### config.mk
export PLATFORM = sky130hd
export DESIGN_NAME = ir_flag_unit
export DESIGN_NICKNAME = d
export VERILOG_FILES = /design/src/rtl/ir_flag_unit.sv
export SDC_FILE = /design/constraint.sdc
export NUM_CORES = 1
export LEC_CHECK = 0
export BUFFER_PORTS_ARGS = -buffer_cell sky130_fd_sc_hd__buf_2
export CAP_MARGIN = 5
export CORE_MARGIN = 5
export CORE_UTILIZATION = 45
export CTS_CLUSTER_SIZE = 24
export DETAILED_ROUTE_END_ITERATION = 7
export PLACE_DENSITY = 0.9
export SLEW_MARGIN = 5
export SYNTH_ARGS = -nofsm -noshare
export SYNTH_HDL_FRONTEND = slang
export SYNTH_SLANG_ARGS = --single-unit
### constraint.sdc
create_clock -name clk -period 3.3 [get_ports clk]
set_input_delay 0.495 -clock clk [delete_from_list [all_inputs] [get_ports clk]]
set_output_delay 0.495 -clock clk [all_outputs]
set_load 0.1 [all_outputs]
### src/rtl/ir_flag_unit.sv
// Instruction register and C/Z flag unit sitting beside the multicycle controller.
// It decodes IR fields, gates conditional writebacks and updates the flags at writeback.
module ir_flag_unit #(
  parameter int WIDTH = 16,
  parameter int CNT_W = 16
) (
  input  logic             clk,
  input  logic             reset,
  input  logic [WIDTH-1:0] memdata,
  input  logic             irwrite,
  input  logic             regwrite_in,
  input  logic [WIDTH-1:0] wb_data,
  input  logic             alu_carry,
  output logic [3:0]       op,
  output logic [1:0]       cz,
  output logic [2:0]       ra,
  output logic [2:0]       rb,
  output logic [2:0]       rc,
  output logic [WIDTH-1:0] imm6_se,
  output logic [WIDTH-1:0] imm9_se,
  output logic             regwrite,
  output logic             cond_ok,
  output logic             c_flag,
  output logic             z_flag,
  output logic [CNT_W-1:0] retired
);

  typedef enum logic [3:0] {
    OP_ADD  = 4'b0000,
    OP_ADI  = 4'b0001,
    OP_NAND = 4'b0010,
    OP_LW   = 4'b0100
  } op_e;

  localparam logic [CNT_W-1:0] CNT_ONE = {{(CNT_W-1){1'b0}}, 1'b1};

  logic [WIDTH-1:0] ir_q, ir_d;
  logic             c_q, c_d;
  logic             z_q, z_d;
  logic [CNT_W-1:0] retired_q, retired_d;
  logic             wb_zero;

  // Field decode is purely combinational from the held instruction.
  assign op      = ir_q[15:12];
  assign ra      = ir_q[11:9];
  assign rb      = ir_q[8:6];
  assign rc      = ir_q[5:3];
  assign cz      = ir_q[1:0];
  assign imm6_se = {{(WIDTH-6){ir_q[5]}}, ir_q[5:0]};
  assign imm9_se = {{(WIDTH-9){ir_q[8]}}, ir_q[8:0]};

  assign c_flag  = c_q;
  assign z_flag  = z_q;
  assign retired = retired_q;
  assign wb_zero = (wb_data == '0);

  // NOTE: every always_comb output gets a default first so no path leaves it
  // unassigned, which would otherwise infer a latch.
  always_comb begin
    cond_ok = 1'b1;
    case (op_e'(op))
      OP_ADD: begin
        case (cz)
          2'b10:   cond_ok = c_q;
          2'b01:   cond_ok = z_q;
          default: cond_ok = 1'b1;
        endcase
      end
      OP_NAND: begin
        case (cz)
          2'b10:   cond_ok = c_q;
          2'b01:   cond_ok = z_q;
          2'b11:   cond_ok = 1'b0;
          default: cond_ok = 1'b1;
        endcase
      end
      default: cond_ok = 1'b1;
    endcase
  end

  // Reset term keeps the write enable low throughout an asynchronous reset.
  assign regwrite = regwrite_in & cond_ok & reset;

  // Flag next-state decodes the IR held at this edge, not the one being loaded.
  always_comb begin
    c_d = c_q;
    z_d = z_q;
    if (regwrite) begin
      case (op_e'(op))
        OP_ADD, OP_ADI: begin
          c_d = alu_carry;
          z_d = wb_zero;
        end
        OP_NAND, OP_LW: begin
          z_d = wb_zero;
        end
        default: begin
          c_d = c_q;
          z_d = z_q;
        end
      endcase
    end
  end

  always_comb begin
    ir_d      = ir_q;
    retired_d = retired_q;
    if (irwrite) begin
      ir_d      = memdata;
      retired_d = retired_q + CNT_ONE;
    end
  end

  // NOTE: sequential state uses non-blocking assignments so every register
  // samples the pre-edge values, which is what makes same-edge IR load and
  // flag update see the old instruction.
  always_ff @(posedge clk or negedge reset) begin
    if (!reset) begin
      ir_q      <= '0;
      c_q       <= 1'b0;
      z_q       <= 1'b0;
      retired_q <= '0;
    end else begin
      ir_q      <= ir_d;
      c_q       <= c_d;
      z_q       <= z_d;
      retired_q <= retired_d;
    end
  end

endmodule

# [Yosys cells after proc, flatten, opt, wreduce, memory -nomap -nowiden]
# Cells that the tools add are included.
[totals] input_bits=37 ff_bits=34 wordCells=22
[op_classes] n_eq_ne=6 n_reduce_logical=6 bitwise_logic=2 muxes=3 n_addsub=1
[ops] cell="adder 16 x 1 -> 16 bit (second input constant)" count=1
[ops] cell="logical NOT 16 bit" count=1
[ops] cell="== test 2 bit (second input constant)" count=2
[ops] cell="== test 4 x 1 -> 1 bit (second input constant)" count=1
[ops] cell="== test 4 x 2 -> 1 bit (second input constant)" count=1
[ops] cell="== test 4 x 3 -> 1 bit (second input constant)" count=1
[ops] cell="logical NOT 4 bit" count=1
[ops] cell="case mux 1 bit (2 select lines)" count=2
[ops] cell="AND reduction 2 bit" count=2
[ops] cell="OR reduction 4 bit" count=1
[ops] cell="case mux 1 bit (3 select lines)" count=1
[ops] cell="bitwise AND 1 bit" count=2
[ops] cell="== test 2 x 1 -> 1 bit (second input constant)" count=1
[ops] cell="OR reduction 2 bit" count=1

# [Logic depth before layout (Yosys ltp)]
[depth] ltp_word=6 depth_mapped=6

# [Worst setup path after synthesis]
# OpenSTA, ideal clock, no wires.
[synth_timing] path_kind="register to output" startpoint="register ir_q[0]" endpoint="output port regwrite" t_arrival_ns=3.857 path_buffers=0 stages_incl_launch_ff=6 t_required_ns=2.805 slack_ns=-1.052 cell_sequence="dfrtp_1 -> inv_1 -> ha_1 -> o211ai_1 -> or2_1 -> nor2b_1"
[synth_between] elab_chain_cells=5 word_cells_on_any_way=8 classes_between="eq/ne (3); mux (3); bitwise (2)"
[synth_rtl] item="start, declared" line="37" rtl="logic [WIDTH-1:0] ir_q, ir_d;"
[synth_rtl] item="start signal, assigned" line="124" rtl="ir_q <= ir_d;"
[synth_rtl] item="== test 2 bit (tied with other cells)" line="70" rtl="case (cz)"
[synth_rtl] item="case mux 1 bit (3 select lines) / case mux 1 bit (2 select lines) (equally long branches)" line="70, 63"
[synth_rtl] item="case mux 1 bit (2 select lines) (*)" line="61" rtl="case (op_e'(op))"
[synth_rtl] item="named net cond_ok" line="22" rtl="output logic cond_ok,"
[synth_rtl] item="bitwise AND 1 bit (*) (2 in series)" line="82" rtl="assign regwrite = regwrite_in & cond_ok & reset;"
[synth_rtl] item="end, declared" line="21" rtl="output logic regwrite,"
# Mark *: on every way through the listed nets, which the timed path passes. The rest lies on a longest branch.

# [Final worst setup path]
[layout_timing] startpoint="register ir_q[0]" endpoint="output port regwrite"
[layout_between] elab_chain_cells=5 word_cells_on_any_way=8 classes_between="eq/ne (3); mux (3); bitwise (2)"
[layout_rtl] item="== test 2 bit (tied with other cells)" line="70"
[layout_rtl] item="case mux 1 bit (3 select lines) / case mux 1 bit (2 select lines) (equally long branches)" line="70, 63"
[layout_rtl] item="case mux 1 bit (2 select lines) (*)" line="61"
[layout_rtl] item="bitwise AND 1 bit (*) (2 in series)" line="82"
# Every way passes the cells marked *; elsewhere a longest branch is shown, timed or not.

==> results_dict.tcl <==
set metrics [dict create \
    holdBufCountCts 0 \
    wl_um 3730 \
    leakage_uw 0.00115 \
    finish.net_count 268 \
    grt_pass1_wl_um 5980 \
    fin_skew_ns 0.00354 \
    crit_buf_inv 2 \
    die_w_um 72.4 \
    numClockSinks 34 \
    synth_edf_count 0 \
    grt.overflow.total 0 \
    ys_seq_elements 34 \
    layout_common_cells "buf_2 (103), dfrtp_1 (34), mux2_2 (16)" \
    clkLatencyLatePin_ns 0.27 \
    slowest_delay_ns 0.40 \
    maxCapViolations 0 \
    crit_family "simple AND/OR/NAND/NOR gates" \
    cts_buffer_depth 2 \
    crit_path_start_kind "flip-flop" \
    cts-root-buf "clkbuf_8" \
    grt_pass1_vias 1298 \
    grt_max_degree 35 \
    syn_area_sq_mm 0.00175 \
    status "complete, no violations" \
    globalplace.congestion 0.844 \
    rows 22 \
    cp.arrival_ns 2.00 \
    async_flop_share_pct 100 \
    ir_drop_uv 820 \
    seq_area_frac_synth_pct 48.6 \
    hpwl_um 2930 \
    syn_nets 191 \
    path_cells "inv_1, ha_1, a22oi_1, o211ai_1, or2_2, nor2b_4, buf_2" \
    dr.first_iter.drc_count 29 \
    avgViaCountPerCell 4.83 \
    reg2reg_from "ir_q[0]" \
    yosys.cell_types.count 29 \
    hold_viol 0 \
    setup_viol 0 \
    tightest_slew_ns 0.511 \
    cts_tree "yes" \
    ctsHtreeMaxLevel 2 \
    power.total_uw 2000 \
    synthCells 150 \
    io_pins 104 \
    rr_worst_depth 6 \
    max-slew-margin-rel_pct 65.9 \
    coreArea_sq_mm 0.00372 \
    vias 1332 \
    cp_slowest_cell "dfrtp_1" \
    period_share_pct 75.6 \
    die_y_um 72.4 \
    drive_gt1_share_pct 58.8 \
    fillers 344 \
    tns_ns 0 \
    diodes 0 \
    path_class "flip-flop to output pin" \
    ant_nets 0 \
    initial_core_util_pct 47.1 \
    portBuffers 103 \
    cp-end-kind "output pin" \
    cts_resized 0 \
    use_met1_pct 16.1 \
    cts_buffers 5 \
    use_met3_pct 4.02 \
    rsz0062_at_grt "no" \
    clk_pin_slew_ns 0.07 \
    met2_usage_pct 26.1 \
    worstHoldPathType "input port to asynchronous set/reset pin" \
    post-route-drc-count 0 \
    post_cts_buffers 0 \
    fmax_mhz 401 \
    r2r_end "c_flag" \
    worstPathMaxFanout 5 \
    grt_util_all_layers_pct 14.4 \
    critPathRequiredTime_ns 2.80 \
    post_drt_wl_per_cell_um 13.5 \
    cp-startpoint "ir_q[0]" \
    yosysWarningCount 0 \
    dieArea_sq_mm 0.00524 \
    top_usage_layer "met2" \
    layout_commonest_cell "buf_2" \
    period_needed_ns 2.49 \
    drv_slew 0 \
    synth_ff_type "dfrtp_1" \
    regToRegSetupSlack_ns 1.69 \
    p_per_area_mw_per_mm2 909 \
    areaGrowthSynthToFinish_pct 25.6 \
    syn_area_per_cell_sq_um 11.7 \
    antenna_found_initial 0 \
    drtPass1Iterations 4 \
]
[synthesized netlist by cell type (2+ instances only)]
cell     instances  share of area (%)
ha_1             4                2.9
xor2_1           4                2.0
nand3_1          5                1.4
xnor2_1         11                5.5
dfrtp_1         34                 49
mux2_2          16                 10
nor2_1           3               0.64
o21ai_0          3               0.86
inv_1            4               0.86
buf_4           32                 14
nand4_1          3                1.1
buf_2            2               0.57
nand2_1          9                1.9
nor4_1           5                1.8
[cells by family (layout without fill, tap and decap cells)]
family | count (synthesis) | count (layout) | share of synthesized area (%)
flip-flops | 34 | 34 | 48.6
multiplexers | 17 | 17 | 10.9
XOR/XNOR | 15 | 15 | 7.50
buffers and inverters | 38 | 116 | 15.1
AND/OR/NAND/NOR | 35 | 35 | 12.5
adder cells (fa/ha/maj) | 5 | 5 | 3.43
AO/OA/AOI/OAI | 6 | 6 | 2.00
[worst max path at each step]
stage	slack (ns)	depth (start not counted)	to
detailed placement	1.09	7	regwrite
global route	0.63	7	regwrite
finish	0.81	7	regwrite
floorplan	0.03	5	regwrite
CTS	0.78	7	regwrite
global placement	1.14	6	regwrite
[flip-flops by register name (all words and copies together) (netlist names)]
register,cells
z_flag,1
retired,16
ir_q,16
c_flag,1
[per-layer routing]
metal	wire length, um	share of wire [%]
met2	1870	50
met3	439	12
met1	1390	37
met4	26	0.70
met5	0	0
[through the flow]
| stage | setup slack, ns | util [%] | hold WS (ns) | cells | area, sq um |
|---|---|---|---|---|---|
| floorplan | 0.0255 | - | 0.199 | 150 | 1760 |
| global placement | 1.14 | 56.3 | 0.456 | 268 | 2090 |
| detailed placement | 1.09 | 56.3 | 0.462 | 268 | 2090 |
| CTS | 0.780 | 59.2 | 0.300 | 276 | 2200 |
| global route | 0.628 | 59.2 | 0.325 | 276 | 2200 |
| finish | 0.806 | 59.2 | 0.289 | 276 | 2200 |
[final cells by class]
| class | instances | area (sq um) | area share [%] |
|---|---|---|---|
| clock buffers | 5 | 68.8 | 3.13 |
| flip-flops and latches | 34 | 851 | 38.7 |
| clock inverters | 3 | 40.0 | 1.82 |
| multi-input cells | 78 | 643 | 29.2 |
| inverters | 4 | 15.0 | 0.682 |
| repair buffers | 104 | 523 | 23.8 |
| well taps | 48 | 60.1 | 2.73 |
[where the power goes]
group | switching [uW] | leakage, uW | internal [uW]
sequential | 93.0 | 0.000420 | 484
combinational | 901 | 0.000667 | 157
clock | 144 | 0.0000579 | 222
(Power assumes the default switching activity.)
